$ cat src/rtl/fetch_ifid_stage.sv
// fetch_ifid_stage: PC register, next-PC selection and the IF/ID pipeline
// register of a 5-stage MIPS pipeline.
// Each edge applies one action with priority Flush > Stall > Advance.
// Optional build macro: FETCH_PERF_CNT_EN adds saturating stall and flush
// counters (parameter CNT_W, ports Stall_Cnt / Flush_Cnt).

module fetch_ifid_stage #(
  parameter logic [31:0] RESET_PC = 32'h0000_0000,
  parameter logic [31:0] NOP_WORD = 32'h0000_0000
`ifdef FETCH_PERF_CNT_EN
  ,
  parameter int unsigned CNT_W    = 16
`endif
) (
  input  logic              clk,
  input  logic              reset,
  input  logic              Stall,
  input  logic              Flush,
  input  logic [31:0]       Redirect_PC,
  input  logic [31:0]       IMem_Data,
  output logic [31:0]       IMem_Addr,
  output logic [31:0]       IFID_IR,
  output logic [31:0]       IFID_PCP4,
  output logic              IFID_Valid
`ifdef FETCH_PERF_CNT_EN
  ,
  output logic [CNT_W-1:0]  Stall_Cnt,
  output logic [CNT_W-1:0]  Flush_Cnt
`endif
);

  localparam int unsigned ADDR_W = 32;

  logic [ADDR_W-1:0] pc_plus4;
  logic [ADDR_W-1:0] redirect_aligned;
  logic              unused_redirect_lsbs;

  // Sequential fall-through address; wraps modulo 2^32 with no flag.
  assign pc_plus4 = IMem_Addr + ADDR_W'(4);

  // Redirect targets are word aligned; the two low bits are dropped.
  assign redirect_aligned     = {Redirect_PC[31:2], 2'b00};
  assign unused_redirect_lsbs = ^Redirect_PC[1:0];

  // PC register: Flush redirects, Stall holds, otherwise step by one word.
  always_ff @(posedge clk or posedge reset) begin
    if (reset) begin
      IMem_Addr <= RESET_PC;
    end else if (Flush) begin
      IMem_Addr <= redirect_aligned;
    end else if (!Stall) begin
      IMem_Addr <= pc_plus4;
    end
  end

  // IF/ID register: Flush inserts a bubble, Stall holds, otherwise capture.
  always_ff @(posedge clk or posedge reset) begin
    if (reset) begin
      IFID_IR    <= NOP_WORD;
      IFID_PCP4  <= '0;
      IFID_Valid <= 1'b0;
    end else if (Flush) begin
      IFID_IR    <= NOP_WORD;
      IFID_PCP4  <= '0;
      IFID_Valid <= 1'b0;
    end else if (!Stall) begin
      IFID_IR    <= IMem_Data;
      IFID_PCP4  <= pc_plus4;
      IFID_Valid <= 1'b1;
    end
  end

`ifdef FETCH_PERF_CNT_EN
  localparam logic [CNT_W-1:0] CNT_MAX = {CNT_W{1'b1}};

  // Saturating event counters; a flushing edge never counts as a stall.
  always_ff @(posedge clk or posedge reset) begin
    if (reset) begin
      Stall_Cnt <= '0;
      Flush_Cnt <= '0;
    end else if (Flush) begin
      if (Flush_Cnt != CNT_MAX) begin
        Flush_Cnt <= Flush_Cnt + CNT_W'(1);
      end
    end else if (Stall) begin
      if (Stall_Cnt != CNT_MAX) begin
        Stall_Cnt <= Stall_Cnt + CNT_W'(1);
      end
    end
  end
`endif

endmodule
$ cat config.mk
export PLATFORM = sky130hd
export DESIGN_NAME = fetch_ifid_stage
export DESIGN_NICKNAME = d
export VERILOG_FILES = /design/src/rtl/fetch_ifid_stage.sv
export SDC_FILE = /design/constraint.sdc
export NUM_CORES = 1
export LEC_CHECK = 0
export CAP_MARGIN = 10
export CORE_MARGIN = 5
export CORE_UTILIZATION = 35
export DETAILED_ROUTE_END_ITERATION = 16
export RECOVER_POWER = 50
export SETUP_SLACK_MARGIN = 0.05
export SYNTH_ARGS = -nofsm -noshare
export SYNTH_HDL_FRONTEND = slang
export SYNTH_SLANG_ARGS = --single-unit
$ cat constraint.sdc
create_clock -name clk -period 8.46 [get_ports clk]
set_input_delay 2.115 -clock clk [delete_from_list [all_inputs] [get_ports clk]]
set_output_delay 2.115 -clock clk [all_outputs]
set_load 0.02 [all_outputs]
# [Word-level counts from Yosys, hierarchy flattened]
# Cells that the tools add are included.
[classes] n_addsub=1 n_eq_ne=1 muxes=7
[ops] cell="$mux 32" n=5
[ops] cell="$add 32x3->32 const B" n=1
[ops] cell="$mux 1" n=2
[ops] cell="$ne 2x1->1 const B" n=1
[totals] regBits=97 input_bits=68 word_cells=13

# [Longest topological paths before layout]
[depth] depth_word=3 depth_mapped=8 mapped_depth_nobuf=5

# [Worst setup path before layout]
# OpenSTA, ideal clock, no wires.
[synth_timing] path_type="input-to-reg" start="in Stall" end="reg IFID_IR[17]" stages=5 arrival_ns=3.395 n_path_buf=3 setup_ns=0.132 slack_ns=4.933 path_cell_list="clkbuf_1 > clkbuf_1 > buf_1 > mux2i_1 > nor2_1"
[synth_via] elab_chain_len=1
[synth_rtl] item="start: declaration" line="17" source="input logic Stall,"
[synth_rtl] item="$ne 2x1->1 (no source line)"
[synth_rtl] item="end signal: assignment" line="67" source="IFID_IR <= IMem_Data;"
[synth_rtl] item="end: declaration" line="22" source="output logic [31:0] IFID_IR,"
# Every way passes these cells.
# A chain may end at the register's enable or synchronous reset.

==> metrics.yaml <==
cts:
  insertion_delay_ns: 0.35
  ctsHoldBuffers: 0
  cts_root_buf: "clkbuf_16"
  cts_resized: 0
  cts_made_buffers: 9
  cts_buffer_depth: 2
  clkTransAtPathRegs_ns: 0.06
  clock-sinks: 94
  tritoncts: "done"
  cts_setup_buffers: 0
  htree_levels: 3
timing:
  rsz0062_at_grt: "no"
  fin_setup_tns_ns: 0
  fin_skew_ns: 0.00621
  max_slew_margin_pct: -7.19
  fmax_mhz: 243
  period_share_pct: 48.6
  slew_violations: 27
  period_needed_ns: 4.11
  tightest_slew_ns: 1.61
  setup_violations: 0
  hold_violations: 0
finish:
  fin_nets: 692
  syn2layout_area_growth_pct: 40.7
  diodes: 0
  post-route-util_pct: 50.6
  drive_above_1_share_pct: 5.25
  final_area_um2: 6750
global_routing:
  grt_overflow_total: 0
  antenna_found_initial: 0
  grt_first_pass_wirelength_um: 22300
  grt_max_degree: 99
  grt_pass1_vias: 4255
  grtUsageTotal_pct: 17.2
die:
  fp.coreArea_um2: 13300
  start_util_pct: 35.9
  die_h_um: 127
  dieArea_um2: 16200
  rows: 42
  fp.dieW_um: 127
  num_io_pins: 165
critical_path:
  reg2reg_from: "IMem_Addr[2]"
  cp.arrival_ns: 4.62
  cp-endpoint: "IFID_PCP4[28]"
  critPathBufInv: 4
  crit_start: "reset"
  cp_num_cells: 4
  required_ns: 8.96
  critPathMaxStageDelay_ns: 1.21
  crit_path_start_kind: "input port"
  cp_cell_sequence: "dlygate4sd3_1, clkinvlp_2, clkbuf_1, buf_16"
  end_kind: "async pin"
  rr_worst_depth: 5
  cp_top_family: "buffers and inverters"
  r2r-end: "IFID_PCP4[28]"
  critPathKind: "in2async"
  ff2ff_setup_slack_ns: 5.43
  slowest_stage: "clkbuf_1"
  critPathMaxFanout: 58
logic_synthesis:
  ys.flop_type: "dfrtp_1"
  ys_seq_area_share_pct: 49.0
  syn_area_per_cell_um2: 9.67
  ys_async_sr_fraction_pct: 100
  synth_seq_cells: 94
  synth-edff-count: 0
  ys_types: 47
  yosysWarnings: 0
  synth_area_um2: 4800
  synthCells: 496
placed_design:
  place_congestion: 0.783
  dpl_cell_area_um2: 6430
  io_buffers: 160
  dpl.hpwl_um: 9500
drt:
  wl_um: 14000
  maxUsedRoutingLayer: "met4"
  wl_met2_um: 6390
  first_pass_iters: 4
  m1WireLength_um: 6130
  wl_met3_um: 1280
  routed_via_density: 5.38
  num_vias: 4324
  routedWlPerCell_um: 17.4
  initialDrtViolationCount: 258
  ant_nets: 0
  drc: 0
run:
  drv_cap: 1
status:
  status: "complete, but fails checks"
  violations: "max-capacitance violations, max-slew violations"
min_path:
  hold_class: "reg2reg"
pwr:
  power_density_nw_per_um2: 174
  leakage_nw: 2.68
  peakVddDrop_uv: 85.9
[kinds of logic after synthesis]
group	after synthesis	synth area share [%]
adders and majority gates	1	0.261
buffers and inverters	57	4.98
and+or+nand+nor	192	20.8
DFF	94	49.0
other	1	0.0782
xor gates and xnor gates	23	4.20
muxes	32	6.68
AOI/OAI and AO/OA	96	14.0
[layer usage]
layer	up-vias	global-route usage (%)
li1	2064	-
met1	2089	22.1
met2	157	26.6
met3	14	6.39
met4	0	5.99
met5	-	0
[cell type report]
class,count,area (um^2)
Fill cell,1288,6600
Inverter,9,35.0
Multi-Input combinational cell,346,2210
Sequential cell,94,2350
Clock buffer,12,267
Timing Repair Buffer,163,1640
Clock inverter,4,28.8
Tap cell,176,220
[cells in the mapped netlist, types with 8 or more instances]
cell	count	area share, %
nor2_1	69	5.4
a31oi_1	12	1.6
nand3_1	8	0.83
mux2i_1	32	6.7
dfrtp_1	94	49
buf_2	11	1.1
a211oi_1	9	1.4
nor3_1	10	1.0
or3_1	8	1.0
nand4_1	12	1.6
nand2_1	40	3.1
o31ai_1	11	1.7
inv_1	9	0.70
a311oi_1	12	2.2
o21ai_0	22	2.3
clkbuf_1	30	2.3
xnor2_1	17	3.1
or4_1	16	2.5
[how the worst min path moves through the flow]
stage                from         end  cells after the start
5_1_grt        IFID_Valid  IFID_Valid                      1
6_report       IFID_Valid  IFID_Valid                      1
4_1_cts        IFID_Valid  IFID_Valid                      1
3_5_place_dp   IFID_Valid  IFID_Valid                      1
2_1_floorplan  IFID_Valid  IFID_Valid                      1
3_3_place_gp   IFID_Valid  IFID_Valid                      1
[sequential cells by signal, summed over array words and instances, names as in the netlist]
name	cells
IFID_IR	32
IFID_PCP4	31
IMem_Addr	30
IFID_Valid	1
[worst reg2reg max path, cell delays in order, from the launching register on]
cell	delay, ns
dfrtp_1	0.49
ha_1	0.26
nand3_1	0.42
or3_1	0.86
or4_1	0.62
a311oi_1	0.28
[cells in the final DEF (no fill, tap or decap), types with 4 or more instances in the layout]
master and count:
a21oi_1 7, a31oi_1 12, nor3_1 10, and4_1 4, xnor2_1 17, a211oi_1 9
and3_1 4, dfrtp_1 94, clkbuf_16 9, xor2_1 6, or4b_2 6, or3_1 8
nand3_1 8, or4_1 16, o41ai_1 7, nor4_1 4, o31ai_1 11, inv_1 8
o21ai_0 22, mux2i_1 32, clkdlybuf4s50_1 156, nor2_1 69, nand4_1 12, nand2_1 40
a311oi_1 12
[metrics by stage]
| step | hold slack (ns) | power [mW] | setup WS [ns] | std cells |
|---|---|---|---|---|
| 6_report | 0.480 | 1.17 | 4.35 | 804 |
| 5_1_grt | 0.522 | 1.23 | 4.00 | 804 |
| 4_1_cts | 0.488 | 1.18 | 4.42 | 803 |
| 3_5_place_dp | 0.473 | 0.780 | 4.03 | 787 |
| 3_3_place_gp | 0.460 | 0.776 | 4.06 | 787 |
| 2_1_floorplan | 0.592 | 0.653 | 3.90 | 497 |
[power breakdown]
part | leakage (nW) | internal (mW) | switching [mW]
clock | 0.141 | 0.224 | 0.179
sequential | 1.20 | 0.482 | 0.0409
combinational | 1.34 | 0.121 | 0.125
Power figures use the tool's default switching activity.
